`config.mk`:
```
export PLATFORM = sky130hd
export DESIGN_NAME = multichan_decimator
export DESIGN_NICKNAME = d
export VERILOG_FILES = /design/src/rtl/multichan_decimator.sv
export SDC_FILE = /design/constraint.sdc
export NUM_CORES = 1
export LEC_CHECK = 0
export BUFFER_PORTS_ARGS = -buffer_cell sky130_fd_sc_hd__buf_4
export CAP_MARGIN = 15
export CORE_ASPECT_RATIO = 0.9
export CORE_MARGIN = 4
export CORE_UTILIZATION = 55
export DETAILED_ROUTE_END_ITERATION = 16
export PLACE_DENSITY = 0.74
export SLEW_MARGIN = 5
export SYNTH_ARGS = -nofsm -noshare
export SYNTH_HDL_FRONTEND = slang
export SYNTH_SLANG_ARGS = --single-unit
```
`constraint.sdc`:
```
create_clock -name clk -period 4.2 [get_ports clk]
set_input_delay 0 -clock clk [delete_from_list [all_inputs] [get_ports clk]]
set_output_delay 0 -clock clk [all_outputs]
set_load 0.01 [all_outputs]
```
`src/rtl/multichan_decimator.sv`:
```
// multichan_decimator
//   Decimates a time-multiplexed, channel-tagged sample stream by R = 2^LOG2_R,
//   keeping independent block state per channel. Each block yields either the
//   floor average of its R samples (mode=1) or its first sample (mode=0). Results
//   are queued in a show-ahead FIFO with valid/ready output and a saturating
//   count of results dropped on a full FIFO.
//
// Ports
//   clk        sample-domain clock (AUD_BCLK at top level)
//   reset      asynchronous active-high reset
//   mode       0 = subsample, 1 = block average (latched at block start)
//   x_valid    input sample valid
//   x_ready    input ready (high whenever reset is low)
//   x_data     signed input sample
//   x_chan     channel index of x_data; indices >= CHANNELS are discarded
//   y_valid    FIFO head valid
//   y_ready    downstream accepts head
//   y_data     signed decimated sample at FIFO head
//   y_chan     channel of y_data
//   level      FIFO occupancy
//   ovf_count  results dropped on full FIFO, saturating
module multichan_decimator #(
    parameter int unsigned W        = 16,
    parameter int unsigned CHANNELS = 2,
    parameter int unsigned LOG2_R   = 2,
    parameter int unsigned DEPTH    = 4,
    parameter int unsigned OVF_W    = 8,
    localparam int unsigned CW      = (CHANNELS > 1) ? $clog2(CHANNELS) : 1,
    localparam int unsigned LW      = $clog2(DEPTH) + 1
) (
    input  logic             clk,
    input  logic             reset,
    input  logic             mode,
    input  logic             x_valid,
    output logic             x_ready,
    input  logic [W-1:0]     x_data,
    input  logic [CW-1:0]    x_chan,
    output logic             y_valid,
    input  logic             y_ready,
    output logic [W-1:0]     y_data,
    output logic [CW-1:0]    y_chan,
    output logic [LW-1:0]    level,
    output logic [OVF_W-1:0] ovf_count
);

    localparam int unsigned R     = 1 << LOG2_R;
    localparam int unsigned PW    = (LOG2_R > 0) ? LOG2_R : 1;
    localparam int unsigned AccW  = W + LOG2_R;
    // State arrays cover the full x_chan code space so indexing is always in range;
    // slots at or above CHANNELS are never written.
    localparam int unsigned NSlot = 1 << CW;
    localparam int unsigned AW    = $clog2(DEPTH);
    localparam int unsigned EW    = W + CW;

    // ---------------- per-channel decimation state ----------------
    logic [PW-1:0]          phase_q [NSlot];
    logic signed [AccW-1:0] acc_q   [NSlot];
    logic [NSlot-1:0]       mode_lat_q;

    logic                   accept, in_range, blk_start, blk_done, eff_mode;
    logic [PW-1:0]          phase_cur, phase_nxt;
    logic signed [AccW-1:0] x_ext, sum_base, sum, sum_sh;
    logic [W-1:0]           result;

    assign x_ready  = ~reset;
    assign in_range = (32'(x_chan) < CHANNELS);
    assign accept   = x_valid & x_ready & in_range;

    always_comb begin
        phase_cur = phase_q[x_chan];
        blk_start = (phase_cur == '0);
        blk_done  = (phase_cur == PW'(R - 1));
        phase_nxt = blk_done ? '0 : phase_cur + PW'(1);
        // At block start the live mode applies; this also makes R=1 pass samples through.
        eff_mode  = blk_start ? mode : mode_lat_q[x_chan];
        x_ext     = AccW'($signed(x_data));
        sum_base  = blk_start ? '0 : acc_q[x_chan];
        sum       = sum_base + x_ext;
        sum_sh    = sum >>> LOG2_R;
        if (eff_mode) begin
            result = sum_sh[W-1:0];
        end else if (blk_start) begin
            result = x_data;
        end else begin
            result = acc_q[x_chan][W-1:0];
        end
    end

    always_ff @(posedge clk or posedge reset) begin
        if (reset) begin
            for (int i = 0; i < int'(NSlot); i++) begin
                phase_q[i] <= '0;
                acc_q[i]   <= '0;
            end
            mode_lat_q <= '0;
        end else if (accept) begin
            phase_q[x_chan] <= phase_nxt;
            if (blk_start) begin
                mode_lat_q[x_chan] <= mode;
                acc_q[x_chan]      <= x_ext;
            end else if (mode_lat_q[x_chan]) begin
                acc_q[x_chan] <= sum;
            end
        end
    end

    // ---------------- output FIFO ----------------
    logic [EW-1:0]    mem_q [DEPTH];
    logic [AW-1:0]    wr_ptr_q, rd_ptr_q;
    logic [LW-1:0]    level_q;
    logic [OVF_W-1:0] ovf_q;
    logic             push_req, pop, full, push, drop;
    logic [EW-1:0]    head;

    assign push_req = accept & blk_done;
    assign pop      = y_valid & y_ready;
    assign full     = (level_q == LW'(DEPTH));
    // A concurrent pop frees the slot, so a push on full still lands.
    assign push     = push_req & (~full | pop);
    assign drop     = push_req & full & ~pop;

    always_ff @(posedge clk or posedge reset) begin
        if (reset) begin
            for (int i = 0; i < int'(DEPTH); i++) begin
                mem_q[i] <= '0;
            end
            wr_ptr_q <= '0;
            rd_ptr_q <= '0;
            level_q  <= '0;
            ovf_q    <= '0;
        end else begin
            if (push) begin
                mem_q[wr_ptr_q] <= {result, x_chan};
                wr_ptr_q        <= wr_ptr_q + AW'(1);
            end
            if (pop) begin
                rd_ptr_q <= rd_ptr_q + AW'(1);
            end
            if (push && !pop) begin
                level_q <= level_q + LW'(1);
            end else if (pop && !push) begin
                level_q <= level_q - LW'(1);
            end
            if (drop && (ovf_q != '1)) begin
                ovf_q <= ovf_q + OVF_W'(1);
            end
        end
    end

    assign head      = mem_q[rd_ptr_q];
    assign y_valid   = (level_q != '0);
    assign y_data    = y_valid ? head[EW-1:CW] : '0;
    assign y_chan    = y_valid ? head[CW-1:0] : '0;
    assign level     = level_q;
    assign ovf_count = ovf_q;

endmodule

```
==> summary.txt <==
Timing
  – Fin crit period: 3.53 ns
  – Setup TNS: 0 ns
  – Fin crit share: 84.1%
  – Worst hold slack: 0.0211 ns
  – Clk_skew: 0.00832 ns
  – Slew Limit Fails: 0
  – RSZ-0062 raised after global routing: false
  – Fmax: 283 MHz
  – Worst slew pin tran: 0.901 ns
  – Final Hold Viols: 0
  – Max_slew headroom: 39.9%
  – # setup viols final: 0

Worst setup path
  – WS Path Type: flip-flop to flip-flop
  – CP Launch Type: flip-flop
  – Crit path DAT: 3.88 ns
  – Critical path peak fanout: 47
  – CP endpoint kind: flip-flop
  – Critical path required time: 4.55 ns

Route
  – Total iterations of the first detailed-routing run: 5
  – Metal2 WL: 7700 um
  – Max layer used: met4
  – Antenna Nets Post-Route: 0
  – Vias/cell: 5.90
  – WL final: 16100 um
  – Routed met1 length: 7440 um
  – Iter 0 DRT Violations: 387
  – Drt drc: 0
  – Met3 wire len: 810 um
  – Vias: 5432
  – Routed wire length per instance: 17.5 um

Power and ir drop
  – P per Cell Area: 801 mW/mm^2
  – Switching share of power: 39.5%
  – Int Power: 0.00409 W
  – Pleak: 3.99 nW
  – Clock Power Share: 23.1%
  – Max VDD drop: 0.440 mV
  – Final total power: 0.00676 W
  – Reported net switching power: 0.00267 W
  – Logic pwr share: 47.2%
  – Sequential share of power: 29.7%

Clocking
  – CTS sink cnt: 125
  – H-tree Lvls: 4
  – Clk_lat worst skew: 0.41 ns
  – CTS clock-pin slew for the worst setup and hold paths: 0.06 ns
  – CTS buffer count: 17
  – CTS tree: yes
  – Root Driver: clkbuf_16
  – Clock Path Buffers: 2
  – Post-CTS setup buffers: 0

Logic synthesis
  – Area of the mapped netlist: 0.00723 mm^2
  – Avg Cell Area, Syn: 10.4 um^2
  – Post-synth ARST share: 100%
  – Yosys top cell area share: 43.2%
  – Synth cell types: 62
  – Synth area leaders: dfrtp_1, mux2_2, mux4_2, mux2i_1, nand2_1
  – Seq/Total Area, Yosys: 43.2%
  – Dominant cell type by area after synthesis: dfrtp_1
  – Synthesized net count: 742
  – Dominant synthesized flop cell: dfrtp_1
  – EDFF count, synth: 0
  – Post-Synthesis Cells: 693
  – Synth Register Bits: 125
  – Yosys warnings: 0

Final layout
  – Final design utilization: 66.0%
  – Ant. Diodes: 0
  – Most frequent cells in the layout: dfrtp_1, nand2_1, o21ai_0
  – Most common cell after layout, fill and taps aside: dfrtp_1
  – Nets: 793
  – Final Instance Area: 0.00844 mm^2
  – P&R area growth vs syn: 16.7%
  – Share of cells above drive strength 1: 23.4%

Place
  – Gpl congestion: 0.890
  – PortBufs: 51
  – Detail Placement HPWL: 11000 um
  – Placed Area: 0.00768 mm^2

Global routing
  – First-pass GRT wire length: 27100 um
  – Gr ovfl total: 0
  – Initial antenna violation count: 0
  – Maximum number of pins on one net before global-route repair: 83
  – Gr usage total: 22.8%
  – Number of global-route vias before repair: 5462

Die
  – Row cnt: 39
  – Die height: 117 um
  – Die width: 129 um
  – Ports: 52
  – Initial Util: 56.6%
  – CORE AREA: 0.0128 mm^2
  – Die area: 0.0151 mm^2

Job
  – Max cap viols: 0

Min path
  – Hold Crit Class: input pin to flip-flop

Outcome
  – Outcome: finished clean
[kinds of logic after synthesis]
logic type | Yosys count | share of synthesized area, %
and+or+nand+nor | 197 | 12.6
AOI/OAI and AO/OA | 161 | 13.9
muxes | 104 | 18.2
buffers and inverters | 53 | 3.96
xor gates and xnor gates | 26 | 3.15
DFF | 125 | 43.2
adders and majority gates | 27 | 4.88
[state kept, by name, summed over array words and instances, names as in the netlist]
name        flops
mem_q          68
level           3
rd_ptr_q        2
mode_lat_q      2
phase_q         4
ovf_count       8
acc_q          36
wr_ptr_q        2
[cell type report]
type / instances / area (um^2)
clock inverters: 13 / 190
repair buffers: 72 / 598
well taps: 164 / 205
flip-flops and latches: 125 / 3130
fillers: 994 / 4350
inverters: 13 / 51.3
clock buffers: 19 / 443
multi-input cells: 515 / 3820
[final timing paths]
| path | depth (start not counted) | startpoint | slack (ns) | end |
|---|---|---|---|---|
| setup / recovery | 13 | phase_q[0]$_DFFE_PP0P_ | 0.67 | mem_q[64]$_DFFE_PP0P_ |
| hold / removal | 2 | x_chan | 0.02 | mem_q[51]$_DFFE_PP0P_ |
| setup reg to reg | 13 | phase_q[0]$_DFFE_PP0P_ | 0.67 | mem_q[64]$_DFFE_PP0P_ |
| hold reg to reg | 2 | mem_q[65]$_DFFE_PP0P_ | 0.48 | mem_q[65]$_DFFE_PP0P_ |
| max in group asynchronous | 4 | reset | 3.14 | mem_q[56]$_DFFE_PP0P_ |
| min in group asynchronous | 3 | reset | 0.25 | ovf_count[1]$_DFFE_PP0P_ |
[synth_stat cells (4+ instances only)]
cell type / instances
a211oi_1: 7
a21o_1: 11
a21oi_1: 36
and2_1: 20
buf_2: 9
buf_6: 6
clkbuf_1: 17
dfrtp_1: 125
ha_1: 25
inv_1: 13
mux2_1: 5
mux2_2: 46
mux2i_1: 36
mux4_2: 17
nand2_1: 89
nand2_2: 4
nand3_1: 6
nand4_1: 8
nor2_1: 45
nor3_1: 6
o21a_1: 4
o21ai_0: 60
o21ai_1: 4
o21ai_2: 5
o31ai_1: 5
xnor2_1: 14
xor2_1: 12
[critical path: stages (launching register included)]
cell and delay, ns:
dfrtp_1 0.39, mux2i_1 0.21, ha_1 0.24, buf_12 0.23
inv_1 0.20, and2_1 0.19, ha_1 0.40, a21oi_1 0.22
o21ai_1 0.14, a211oi_1 0.24, a21oi_1 0.07, a311o_1 0.39
mux2i_1 0.29, mux2_2 0.22
[routing by layer]
| layer | GRT usage, % | vias up |
|---|---|---|
| li1 | - | 2577 |
| met3 | 5.81 | 18 |
| met2 | 36.9 | 158 |
| met1 | 30.9 | 2679 |
| met5 | 0 | - |
| met4 | 6.16 | 0 |
[stage by stage]
step	std cells	setup WS (ns)
after detailed placement	876	0.757
after global placement	876	0.880
after floorplan	693	0.452
after global routing	921	0.401
after CTS	921	0.734
final	921	0.668
[power by group through the flow]
stage	Combinational (W)	Sequential (W)	Clock (W)
finish	0.00319	0.00201	0.00156
global route	0.00353	0.00208	0.00164
detailed placement	0.00314	0.00202	0
floorplan	0.00244	0.00188	0
global placement	0.00305	0.00198	0
CTS	0.00318	0.00201	0.00158
[timing repair]
action | 4_1_cts | 5_1_grt
hold buffers | 13 | 0
gates resized for setup | 0 | 0
hold endpoints to repair | 67 | 0
Note: power is estimated with default switching activity, not from simulation.
